--- src/rtl/multicycle_control_fsm.sv ---
// multicycle_control_fsm: multi-cycle RV32I-subset main controller with MemReady stalls
// Define ILLEGAL_TRAP_EN to add the TRAP state and the IllegalInstr output.
module multicycle_control_fsm #(
  parameter int STATE_W = 4
) (
  input  logic               clk,
  input  logic               rst_n,
  input  logic [6:0]         Opcode,
  input  logic [2:0]         Funct3,
  input  logic               Funct7b5,
  input  logic               ZeroFlag,
  input  logic               SignFlag,
  input  logic               MemReady,
  output logic               PCWrite,
  output logic               AdrSrc,
  output logic               MemWrite,
  output logic               IRWrite,
  output logic               RegWrite,
  output logic [1:0]         ResultSrc,
  output logic [1:0]         ALUSrcA,
  output logic [1:0]         ALUSrcB,
  output logic [2:0]         AluControl,
  output logic [STATE_W-1:0] DbgState
`ifdef ILLEGAL_TRAP_EN
  ,
  output logic               IllegalInstr
`endif
);
  typedef enum logic [STATE_W-1:0] {
    FETCH, DECODE, MEMADR, MEMREAD, MEMWB, MEMWRITE,
    EXECR, EXECI, ALUWB, BRANCH, JAL, TRAP
  } state_t;
`ifdef ILLEGAL_TRAP_EN
  localparam bit TRAP_EN = 1'b1;
`else
  localparam bit TRAP_EN = 1'b0;
`endif
  state_t state_q, state_d;
  logic pc_write, adr_src, mem_write, ir_write, reg_write;
  logic [1:0] result_src, alu_src_a, alu_src_b;
  logic [2:0] alu_control, alu_i, alu_r;
  logic f3_bad, taken;
  assign f3_bad = Funct3[2:1] == 2'b01;
  assign alu_i = f3_bad ? 3'b000 : Funct3;
  assign alu_r = (Funct3 == 3'b000 && Funct7b5) ? 3'b010 : alu_i;
  assign taken = (Funct3 == 3'b000 &&  ZeroFlag) || (Funct3 == 3'b001 && !ZeroFlag) ||
                 (Funct3 == 3'b100 &&  SignFlag) || (Funct3 == 3'b101 && !SignFlag);
  always_ff @(posedge clk or negedge rst_n)
    if (!rst_n) state_q <= FETCH;
    else state_q <= state_d;
  always_comb begin
    state_d = state_q;
    pc_write = 1'b0;
    adr_src = 1'b0;
    mem_write = 1'b0;
    ir_write = 1'b0;
    reg_write = 1'b0;
    result_src = 2'b00;
    alu_src_a = 2'b00;
    alu_src_b = 2'b00;
    alu_control = 3'b000;
    case (state_q)
      FETCH: begin
        alu_src_b = 2'b10;
        result_src = 2'b10;
        ir_write = MemReady;
        pc_write = MemReady;
        state_d = MemReady ? DECODE : FETCH;
      end
      DECODE: begin
        alu_src_a = 2'b01;
        alu_src_b = 2'b01;
        state_d = (Opcode == 7'b0000011 || Opcode == 7'b0100011) ? MEMADR :
                  Opcode == 7'b0110011 ? EXECR :
                  Opcode == 7'b0010011 ? EXECI :
                  Opcode == 7'b1100011 ? BRANCH :
                  Opcode == 7'b1101111 ? JAL :
                  TRAP_EN ? TRAP : FETCH;
      end
      MEMADR: begin
        alu_src_a = 2'b10;
        alu_src_b = 2'b01;
        state_d = Opcode[5] ? MEMWRITE : MEMREAD;
      end
      MEMREAD: begin
        adr_src = 1'b1;
        state_d = MemReady ? MEMWB : MEMREAD;
      end
      MEMWB: begin
        result_src = 2'b01;
        reg_write = 1'b1;
        state_d = FETCH;
      end
      MEMWRITE: begin
        adr_src = 1'b1;
        mem_write = 1'b1;
        state_d = MemReady ? FETCH : MEMWRITE;
      end
      EXECR: begin
        alu_src_a = 2'b10;
        alu_control = alu_r;
        state_d = (TRAP_EN && f3_bad) ? TRAP : ALUWB;
      end
      EXECI: begin
        alu_src_a = 2'b10;
        alu_src_b = 2'b01;
        alu_control = alu_i;
        state_d = (TRAP_EN && f3_bad) ? TRAP : ALUWB;
      end
      ALUWB: begin
        reg_write = 1'b1;
        state_d = FETCH;
      end
      BRANCH: begin
        alu_src_a = 2'b10;
        alu_control = 3'b010;
        pc_write = taken;
        state_d = FETCH;
      end
      JAL: begin
        alu_src_a = 2'b01;
        alu_src_b = 2'b10;
        pc_write = 1'b1;
        state_d = ALUWB;
      end
      TRAP: state_d = TRAP;
      default: state_d = FETCH;
    endcase
  end
  // Gate every output with rst_n so an abandoned instruction can never write.
  assign PCWrite = rst_n & pc_write;
  assign AdrSrc = rst_n & adr_src;
  assign MemWrite = rst_n & mem_write;
  assign IRWrite = rst_n & ir_write;
  assign RegWrite = rst_n & reg_write;
  assign ResultSrc = rst_n ? result_src : 2'b00;
  assign ALUSrcA = rst_n ? alu_src_a : 2'b00;
  assign ALUSrcB = rst_n ? alu_src_b : 2'b00;
  assign AluControl = rst_n ? alu_control : 3'b000;
  assign DbgState = state_q;
`ifdef ILLEGAL_TRAP_EN
  assign IllegalInstr = rst_n & (state_q == TRAP);
`endif
endmodule

--- config.mk ---
export PLATFORM = sky130hd
export DESIGN_NAME = multicycle_control_fsm
export DESIGN_NICKNAME = d
export VERILOG_FILES = /design/src/rtl/multicycle_control_fsm.sv
export SDC_FILE = /design/constraint.sdc
export NUM_CORES = 1
export LEC_CHECK = 0
export ABC_AREA = 0
export CELL_PAD_IN_SITES_DETAIL_PLACEMENT = 0
export CELL_PAD_IN_SITES_GLOBAL_PLACEMENT = 2
export CORE_MARGIN = 3
export CORE_UTILIZATION = 18
export CTS_BUF_LIST = sky130_fd_sc_hd__clkbuf_8
export DETAILED_ROUTE_END_ITERATION = 16
export HOLD_SLACK_MARGIN = 0.08
export PLACE_DENSITY = 0.88
export SLEW_MARGIN = 20
export SYNTH_ARGS = -nofsm -noshare
export SYNTH_HDL_FRONTEND = slang
export SYNTH_SLANG_ARGS = --single-unit
--- constraint.sdc ---
create_clock -name clk -period 1.5 [get_ports clk]
set_input_delay 0.3 -clock clk [delete_from_list [all_inputs] [get_ports clk]]
set_output_delay 0.3 -clock clk [all_outputs]
set_load 0.05 [all_outputs]
==> flow_metrics.py, run 1 <==
metrics = {
    "logic_synthesis": {
        "synth_xor_xnor_area_share": 0.0433,
        "synth-simple-area-share": 0.462,
        "synthFlopType": "dfrtp_1",
        "muxShareOfSynthArea": 0.0330,
        "synth_sequential_area_ratio": 0.165,
        "synth.avg_cell_area_um2": 7.68,
        "yosysTopAreaCell": "dfrtp_1",
        "synth_cell_types": 39,
        "synth_compound_area_frac": 0.225,
        "synthTopCellsByCount": "6 x nor2_1, 6 x nor3b_1, 5 x buf_2",
        "synth_area_um2": 607,
        "synth-seq-cells": 4,
        "synth.net_count": 95,
        "synth_top_family_by_area": "simple AND/OR/NAND/NOR gates",
        "yosysWarnings": 0,
        "synth.area.top_cells": "dfrtp_1 16%, nor3b_1 7.4%, nor4bb_1 4.9%",
        "postSynth.asyncResetShare": 1.00,
        "yosys.area_share.adder": 0,
        "synth_top_area_frac": 0.165,
        "synth_edf_count": 0,
        "synthCells": 79,
    },
    "die": {
        "die_h_um": 64.1,
        "initial_core_util": 0.194,
        "dieArea_um2": 4100,
        "die_w_um": 64.1,
        "pin_count": 34,
        "num_rows": 20,
        "core_um2": 3130,
    },
    "drt": {
        "routed_via_density": 4.63,
        "drt_iter0_markers": 7,
        "first_pass_iters": 4,
        "drc": 0,
        "drt-total-wl_mm": 2.37,
        "post_drt_wl_per_cell_um": 12.6,
        "vias": 871,
        "ant_nets": 0,
    },
    "sta": {
        "finalCritPeriodShare": 1.20,
        "tns_ns": -3.36,
        "fmax_ghz": 0.556,
        "holdWs_ns": 0.585,
        "finClkSkew_ns": 0.00124,
        "final_max_slew_viol_count": 0,
        "rsz0062_at_grt": "yes",
        "final_hold_viol_count": 0,
        "fin_ws_ns": -0.299,
        "worst_slew_pin_slew_ns": 0.355,
        "setup_viol": 15,
        "finalCriticalPeriod_ns": 1.80,
        "slew_headroom": 0.761,
    },
    "power": {
        "vdd_drop_max_v": 0.000208,
        "power.leakage_nw": 0.656,
        "powerDensity_nw_per_um2": 526,
        "p_total_mw": 0.867,
    },
    "place": {
        "dpl.hpwl_mm": 2.02,
        "portBuffers": 33,
        "post-place-ws_ns": -0.587,
        "finalWeightedCongestion": 0.845,
        "dpl_cell_area_um2": 1560,
        "dp.cells": 184,
    },
    "setup_path": {
        "r2r_cells": 4,
        "endpoint_kind": "primary output",
        "path_max_fanout": 5,
        "critPathKind": "reg -> out",
        "r2r_setup_slack_ns": 0.05,
        "cp-start-kind": "flop",
        "arrival_ns": 1.50,
        "timing.rr.start": "DbgState[1]$_DFF_PN0_",
        "reg2reg_to": "DbgState[3]$_DFF_PN0_",
        "cp_data_required_time_ns": 1.20,
    },
    "clocking": {
        "clock_sinks": 4,
        "clk_pin_slew_ns": 0.03,
        "cts_tree": "yes",
        "insertion_delay_ns": 0.22,
        "htreeDepth": 1,
        "clockRootBuffer": "clkbuf_8",
        "cts_buffer_depth": 2,
        "numCtsBuffers": 3,
    },
    "global_routing": {
        "antenna_found_initial": 0,
        "grtUsageTotal": 0.126,
        "grt_start_max_net_pins": 14,
        "grt_pass1_vias": 902,
        "overflow": 0,
        "grt_pass1_wl_mm": 4.13,
    },
    "hold_path": {
        "hold_class": "in -> async",
    },
    "run": {
        "cap_viol_max_count": 0,
    },
    "finish": {
        "drive_above_1_share": 0.639,
        "fin_nets": 162,
        "fin_util": 0.527,
        "area.growth.synth_to_final_pct": 172,
        "largest_register_ffs": 4,
        "final_area_um2": 1650,
        "fin_cells": 188,
        "fillers": 287,
        "antenna_cells": 0,
    },
    "status": {
        "violations": "negative setup slack",
        "status": "complete, but fails checks",
    },
}
==> report_power, final <==
part	switching [mW]	internal [mW]
Combinational	0.240	0.270
Sequential	0.0110	0.116
Clock	0.0581	0.171
==> area by class of cell <==
class,instances,area (um^2),area share
clock buffers,3,41.3,0.0251
inverters,4,15.0,0.00911
multi-input cells,65,653,0.396
flip-flops and latches,4,108,0.0653
well taps,44,55.1,0.0334
repair buffers,68,776,0.471
==> worst max path at each step <==
stage / from / end / slack, ns / cells past startpoint
6_report: DbgState[2]$_DFF_PN0_ / PCWrite / -0.30 / 4
5_1_grt: DbgState[2]$_DFF_PN0_ / RegWrite / -0.35 / 4
4_1_cts: DbgState[2]$_DFF_PN0_ / ALUSrcB[1] / -0.30 / 3
3_5_place_dp: Funct3[2] / AluControl[1] / -0.59 / 5
3_3_place_gp: Funct3[2] / AluControl[1] / -0.57 / 5
2_1_floorplan: DbgState[3]$_DFF_PN0_ / IRWrite / -0.60 / 3
==> logic make-up (layout without fill, tap and decap cells) <==
| group | after synthesis | after routing |
|---|---|---|
| multiplexers | 2 | 2 |
| XOR/XNOR | 3 | 3 |
| flip-flops | 4 | 4 |
| AND/OR/NAND/NOR | 42 | 42 |
| AO/OA/AOI/OAI | 18 | 18 |
| buffers and inverters | 10 | 75 |
==> cell usage in the layout, fill, tap and decap left out, drive strengths merged, types with 4 or more instances in the layout <==
cell type,n
buf,55
clkdlybuf4s50,10
nor2,6
clkbuf,5
nor3b,6
nand2b,4
dfrtp,4
inv,4
==> layer usage <==
metal  vias up  share of wire  track usage
li1        437              -            -
met3         6          0.040       0.0193
met4         0          0.015       0.0539
met2        25           0.53        0.227
met5         -              0            0
met1       403           0.42        0.146
==> critical path, stage by stage (launching register included) <==
cell      delay, ns
dfrtp_4        0.49
and4bb_2       0.35
nand3_2        0.10
o22ai_4        0.17
buf_12         0.16
==> what timing repair did <==
action                     4_1_cts  5_1_grt
setup buffers                    0        0
resized for setup               19       11
setup endpoints to repair       16       18
hold buffers                     0        1
hold endpoints to repair         0        4
pin swaps                       11        5
(Power assumes the default switching activity.)
==> inputs of run 2 (changes only) <==
--- a/config.mk
+++ b/config.mk
@@ -14,7 +14,8 @@
 export DETAILED_ROUTE_END_ITERATION = 16
 export HOLD_SLACK_MARGIN = 0.08
 export PLACE_DENSITY = 0.88
-export SLEW_MARGIN = 20
+export SLEW_MARGIN = 10
 export SYNTH_ARGS = -nofsm -noshare
 export SYNTH_HDL_FRONTEND = slang
 export SYNTH_SLANG_ARGS = --single-unit
+export TNS_END_PERCENT = 1
==> run 2 against run 1 <==
The flow still finishes with violations (negative setup slack). Via count fell by 3.1%. Largest power group unchanged. Sequential power barely moved. Clock power fell by 3%. Critical endpoint is now AluControl[1]. Combinational power fell by 6.1%. Non-clock buffer count fell by 8.
==> flow_metrics.py, run 2 (same netlist as run 1, synthesis figures left out) <==
metrics = {
    "setup_path": {
        "r2r_cells": 4,
        "cp_slowest_cell": "or4b_4",
        "r2r_setup_slack_ns": 0.06,
        "critPathTopFamily": "simple AND/OR/NAND/NOR gates",
        "critPathKind": "in -> out",
        "crit_path_cell_trace": "buf_6 > or4b_4 > a221oi_2 > o21a_1 > buf_12",
        "crit_path_max_incr_delay_ns": 0.52,
        "reg2reg_to": "DbgState[3]$_DFF_PN0_",
        "crit_cells": 5,
        "cp_data_required_time_ns": 1.20,
        "path_max_fanout": 2,
        "timing.rr.start": "DbgState[1]$_DFF_PN0_",
        "arrival_ns": 1.48,
        "crit_buf_inv": 2,
        "cp-start-kind": "input port",
        "endpoint_kind": "primary output",
    },
    "clocking": {
        "numCtsBuffers": 3,
        "holdBufCountCts": 0,
        "cts_buffer_depth": 2,
        "insertion_delay_ns": 0.21,
        "clockRootBuffer": "clkbuf_8",
        "clk_pin_slew_ns": 0.03,
        "htreeDepth": 1,
        "cts_tree": "yes",
        "clock_sinks": 4,
    },
    "global_routing": {
        "grt_pass1_vias": 845,
        "antenna_found_initial": 0,
        "grt_pass1_wl_mm": 3.57,
        "grt_start_max_net_pins": 18,
        "overflow": 0,
        "grtUsageTotal": 0.108,
    },
    "drt": {
        "first_pass_iters": 4,
        "post_drt_wl_per_cell_um": 12.1,
        "vias": 844,
        "drc": 0,
        "routed_via_density": 4.69,
        "drt-total-wl_mm": 2.18,
        "drt_iter0_markers": 28,
        "ant_nets": 0,
    },
    "sta": {
        "final_hold_viol_count": 0,
        "setup_viol": 14,
        "finClkSkew_ns": 0.00299,
        "finalCritPeriodShare": 1.19,
        "holdWs_ns": 0.367,
        "rsz0062_at_grt": "yes",
        "tns_ns": -2.53,
        "finalCriticalPeriod_ns": 1.78,
        "fmax_ghz": 0.562,
        "fin_ws_ns": -0.280,
        "slew_headroom": 0.738,
        "final_max_slew_viol_count": 0,
        "worst_slew_pin_slew_ns": 0.387,
    },
    "place": {
        "dpl.hpwl_mm": 1.81,
        "portBuffers": 33,
        "finalWeightedCongestion": 0.831,
    },
    "run": {
        "cap_viol_max_count": 0,
    },
    "status": {
        "status": "complete, but fails checks",
        "violations": "negative setup slack",
    },
    "finish": {
        "area.growth.synth_to_final_pct": 153,
        "fin_nets": 154,
        "final_cell_mix": "22 x buf_4, 18 x buf_12, 10 x clkdlybuf4s50_1",
        "antenna_cells": 0,
        "fin_util": 0.490,
        "largest_register_ffs": 4,
        "drive_above_1_share": 0.581,
        "mostFrequentLayoutCell": "buf_4",
    },
    "power": {
        "p_int_mw": 0.537,
        "power.share.clock": 0.269,
        "p_total_mw": 0.826,
        "switching_power_mw": 0.288,
        "sw_frac_of_total": 0.349,
        "seqPwrFrac": 0.151,
        "vdd_drop_max_v": 0.000243,
        "power.leakage_nw": 0.607,
        "power_frac_comb": 0.580,
        "powerDensity_nw_per_um2": 538,
    },
    "die": {
        "num_rows": 20,
        "core_um2": 3130,
        "die_w_um": 64.1,
        "die_h_um": 64.1,
        "dieArea_um2": 4100,
        "pin_count": 34,
        "initial_core_util": 0.194,
    },
    "hold_path": {
        "hold_class": "in -> async",
    },
}
run 2: changes by cell type in the layout (fill, tap and decap cells not counted), sizes merged:
| cell | previous run | this run |
|---|---|---|
| dlygate4sd2 | 0 | 1 |
| dlygate4sd3 | 1 | 0 |
| clkdlybuf4s15 | 0 | 1 |
| clkbuf | 5 | 3 |
| buf | 55 | 48 |
run 2: power by group through the flow:
stage	combinational [mW]	clock [mW]	sequential, mW
2_1_floorplan	0.203	0	0.143
3_3_place_gp	0.448	0	0.123
3_5_place_dp	0.453	0	0.123
4_1_cts	0.468	0.227	0.123
5_1_grt	0.506	0.240	0.126
6_report	0.479	0.222	0.125
run 2: worst max path at each step:
| stage | to | slack [ns] | startpoint |
|---|---|---|---|
| 5_1_grt | AluControl[1] | -0.33 | Funct3[0] |
| 6_report | AluControl[1] | -0.28 | Funct3[0] |
| 3_5_place_dp | AluControl[1] | -0.61 | Funct3[2] |
| 4_1_cts | AluControl[1] | -0.31 | Funct3[0] |
| 3_3_place_gp | AluControl[1] | -0.59 | Funct3[2] |
| 2_1_floorplan | IRWrite | -0.60 | DbgState[3]$_DFF_PN0_ |
run 2: worst min-delay path: stages:
cell and delay, ns:
dlygate4sd2_1 0.25, buf_6 0.13, buf_4 0.10, buf_4 0.13
run 2: timing repair:
| item | CTS | global route |
|---|---|---|
| setup buffers | 3 | 0 |
| endpoints found under the setup margin | 16 | 16 |
| pin swaps | 10 | 4 |
| resized for setup | 26 | 7 |
| endpoints found under the hold margin | 0 | 0 |
run 2: metrics by stage:
step,instances,instance area (um^2),worst slack [ns]
6_report,180,1530,-0.280
2_1_floorplan,79,687,-0.602
3_5_place_dp,174,1400,-0.609
5_1_grt,180,1530,-0.329
4_1_cts,180,1500,-0.314
3_3_place_gp,174,1400,-0.593
run 2: metal layers:
layer / vias up / part of all wire / global-route usage
li1: 420 / - / -
met1: 388 / 0.41 / 0.118
met2: 32 / 0.51 / 0.197
met3: 4 / 0.074 / 0.0281
met4: 0 / 0.012 / 0.0404
met5: - / 0 / 0
run 2: layout make-up:
type	instances	area, um^2
inverters	4	15.0
clock buffers	3	41.3
flip-flops and latches	4	105
repair buffers	60	726
well taps	44	55.1
fillers	296	1590
multi-input cells	65	592
==> inputs of run 3 (changes only) <==
--- a/config.mk
+++ b/config.mk
@@ -13,7 +13,7 @@
 export CTS_BUF_LIST = sky130_fd_sc_hd__clkbuf_8
 export DETAILED_ROUTE_END_ITERATION = 16
 export HOLD_SLACK_MARGIN = 0.08
-export PLACE_DENSITY = 0.88
+export PLACE_DENSITY = 0.79
 export SLEW_MARGIN = 10
 export SYNTH_ARGS = -nofsm -noshare
 export SYNTH_HDL_FRONTEND = slang
==> run 3 against run 2 <==
The run still ends with negative setup slack left. Maximum frequency decreased by 0.30%. Critical endpoint is now PCWrite. Clock power increased by 3%. Clock-buffer cell count unchanged. Global-route usage increased by 0.95 points. Total power increased by 1.8%.
==> flow_metrics.py, run 3 (same netlist as run 1, synthesis figures left out) <==
metrics = {
    "status": {
        "status": "complete, but fails checks",
        "violations": "negative setup slack",
    },
    "setup_path": {
        "critPathKind": "reg -> out",
        "crit_path_max_incr_delay_ns": 0.46,
        "arrival_ns": 1.49,
        "cp_data_required_time_ns": 1.20,
        "reg2reg_to": "DbgState[3]$_DFF_PN0_",
        "endpoint_kind": "primary output",
        "crit_path_cell_trace": "and4bb_2 > nand3_2 > o22ai_2 > buf_12",
        "cp_slowest_cell": "dfrtp_2",
        "crit_buf_inv": 1,
        "r2r_cells": 4,
        "critPathTopFamily": "flip-flops",
        "timing.rr.start": "DbgState[1]$_DFF_PN0_",
        "crit_cells": 4,
        "path_max_fanout": 8,
        "cp-start-kind": "flop",
        "r2r_setup_slack_ns": 0,
    },
    "sta": {
        "fmax_ghz": 0.560,
        "rsz0062_at_grt": "yes",
        "worst_slew_pin_slew_ns": 0.382,
        "fin_ws_ns": -0.285,
        "finalCriticalPeriod_ns": 1.79,
        "finClkSkew_ns": 0.00163,
        "final_hold_viol_count": 0,
        "final_max_slew_viol_count": 0,
        "finalCritPeriodShare": 1.19,
        "tns_ns": -2.76,
        "slew_headroom": 0.742,
        "setup_viol": 14,
        "holdWs_ns": 0.224,
    },
    "clocking": {
        "clock_sinks": 4,
        "htreeDepth": 1,
        "cts_buffer_depth": 2,
        "clockRootBuffer": "clkbuf_8",
        "cts_setup_buffers": 0,
        "clk_pin_slew_ns": 0.03,
        "cts_tree": "yes",
        "numCtsBuffers": 3,
        "insertion_delay_ns": 0.22,
    },
    "finish": {
        "area.growth.synth_to_final_pct": 158,
        "fin_nets": 153,
        "antenna_cells": 0,
        "largest_register_ffs": 4,
        "mostFrequentLayoutCell": "buf_4",
        "fin_cells": 179,
        "final_area_um2": 1560,
        "fin_util": 0.500,
        "fillers": 298,
        "drive_above_1_share": 0.615,
        "final_cell_mix": "22 x buf_4, 18 x buf_12, 10 x clkdlybuf4s50_1",
    },
    "drt": {
        "ant_nets": 0,
        "drt-total-wl_mm": 2.33,
        "first_pass_iters": 4,
        "drc": 0,
        "vias": 830,
        "routed_via_density": 4.64,
        "drt_iter0_markers": 15,
        "post_drt_wl_per_cell_um": 13.0,
    },
    "die": {
        "pin_count": 34,
        "die_w_um": 64.1,
        "dieArea_um2": 4100,
        "core_um2": 3130,
        "num_rows": 20,
        "die_h_um": 64.1,
        "initial_core_util": 0.194,
    },
    "place": {
        "dpl_cell_area_um2": 1420,
        "dpl.hpwl_mm": 1.82,
        "dp.cells": 176,
        "portBuffers": 33,
        "finalWeightedCongestion": 0.742,
        "post-place-ws_ns": -0.634,
    },
    "hold_path": {
        "hold_class": "in -> async",
    },
    "power": {
        "p_total_mw": 0.840,
        "p_int_mw": 0.537,
        "sw_frac_of_total": 0.361,
        "vdd_drop_max_v": 0.000267,
        "powerDensity_nw_per_um2": 537,
        "power.share.clock": 0.272,
        "power.leakage_nw": 0.617,
        "power_frac_comb": 0.581,
        "seqPwrFrac": 0.147,
        "switching_power_mw": 0.303,
    },
    "global_routing": {
        "antenna_found_initial": 0,
        "grt_pass1_wl_mm": 3.80,
        "grt_pass1_vias": 856,
        "grtUsageTotal": 0.118,
        "overflow": 0,
        "grt_start_max_net_pins": 14,
    },
    "run": {
        "cap_viol_max_count": 0,
    },
}
==> run 3: per-layer routing <==
layer  GRT usage  routed length [um]  part of all wire  vias up
met5           0                   0                 0        -
met4      0.0566                  29             0.012        0
met3      0.0299                 128             0.055        3
li1            -                   -                 -      412
met2       0.218                1260              0.54       32
met1       0.121                 911              0.39      383
==> run 3: worst min-delay path: cells and delay by family <==
family | cells | cell delay (ns)
buffers and inverters | 3 | 0.46
==> run 3: worst max path at each step <==
stage	startpoint	endpoint	slack, ns
after floorplan	DbgState[3]$_DFF_PN0_	IRWrite	-0.60
after global placement	Funct3[2]	AluControl[1]	-0.59
after detailed placement	Funct3[2]	AluControl[1]	-0.63
after CTS	Funct3[0]	AluControl[1]	-0.31
after global routing	DbgState[1]$_DFF_PN0_	PCWrite	-0.35
final	DbgState[1]$_DFF_PN0_	PCWrite	-0.29
==> run 3: layout make-up <==
class / instances / area (um^2) / share of cell area
Clock buffer: 3 / 41.3 / 0.0264
Multi-Input combinational cell: 65 / 639 / 0.409
Inverter: 4 / 15.0 / 0.00960
Timing Repair Buffer: 59 / 708 / 0.453
Tap cell: 44 / 55.1 / 0.0352
Sequential cell: 4 / 105 / 0.0672
==> run 3: power groups by stage <==
stage / combinational, mW / clock [mW] / sequential, mW
finish: 0.488 / 0.229 / 0.123
global route: 0.513 / 0.243 / 0.124
CTS: 0.477 / 0.235 / 0.124
detailed placement: 0.460 / 0 / 0.124
global placement: 0.456 / 0 / 0.123
floorplan: 0.203 / 0 / 0.143
==> run 3: timing repair <==
action / CTS / global route
pin swaps: 9 / 10
endpoints found under the setup margin: 16 / 18
gates resized for setup: 31 / 10
cloned: 0 / 0
hold buffers: 0 / 0
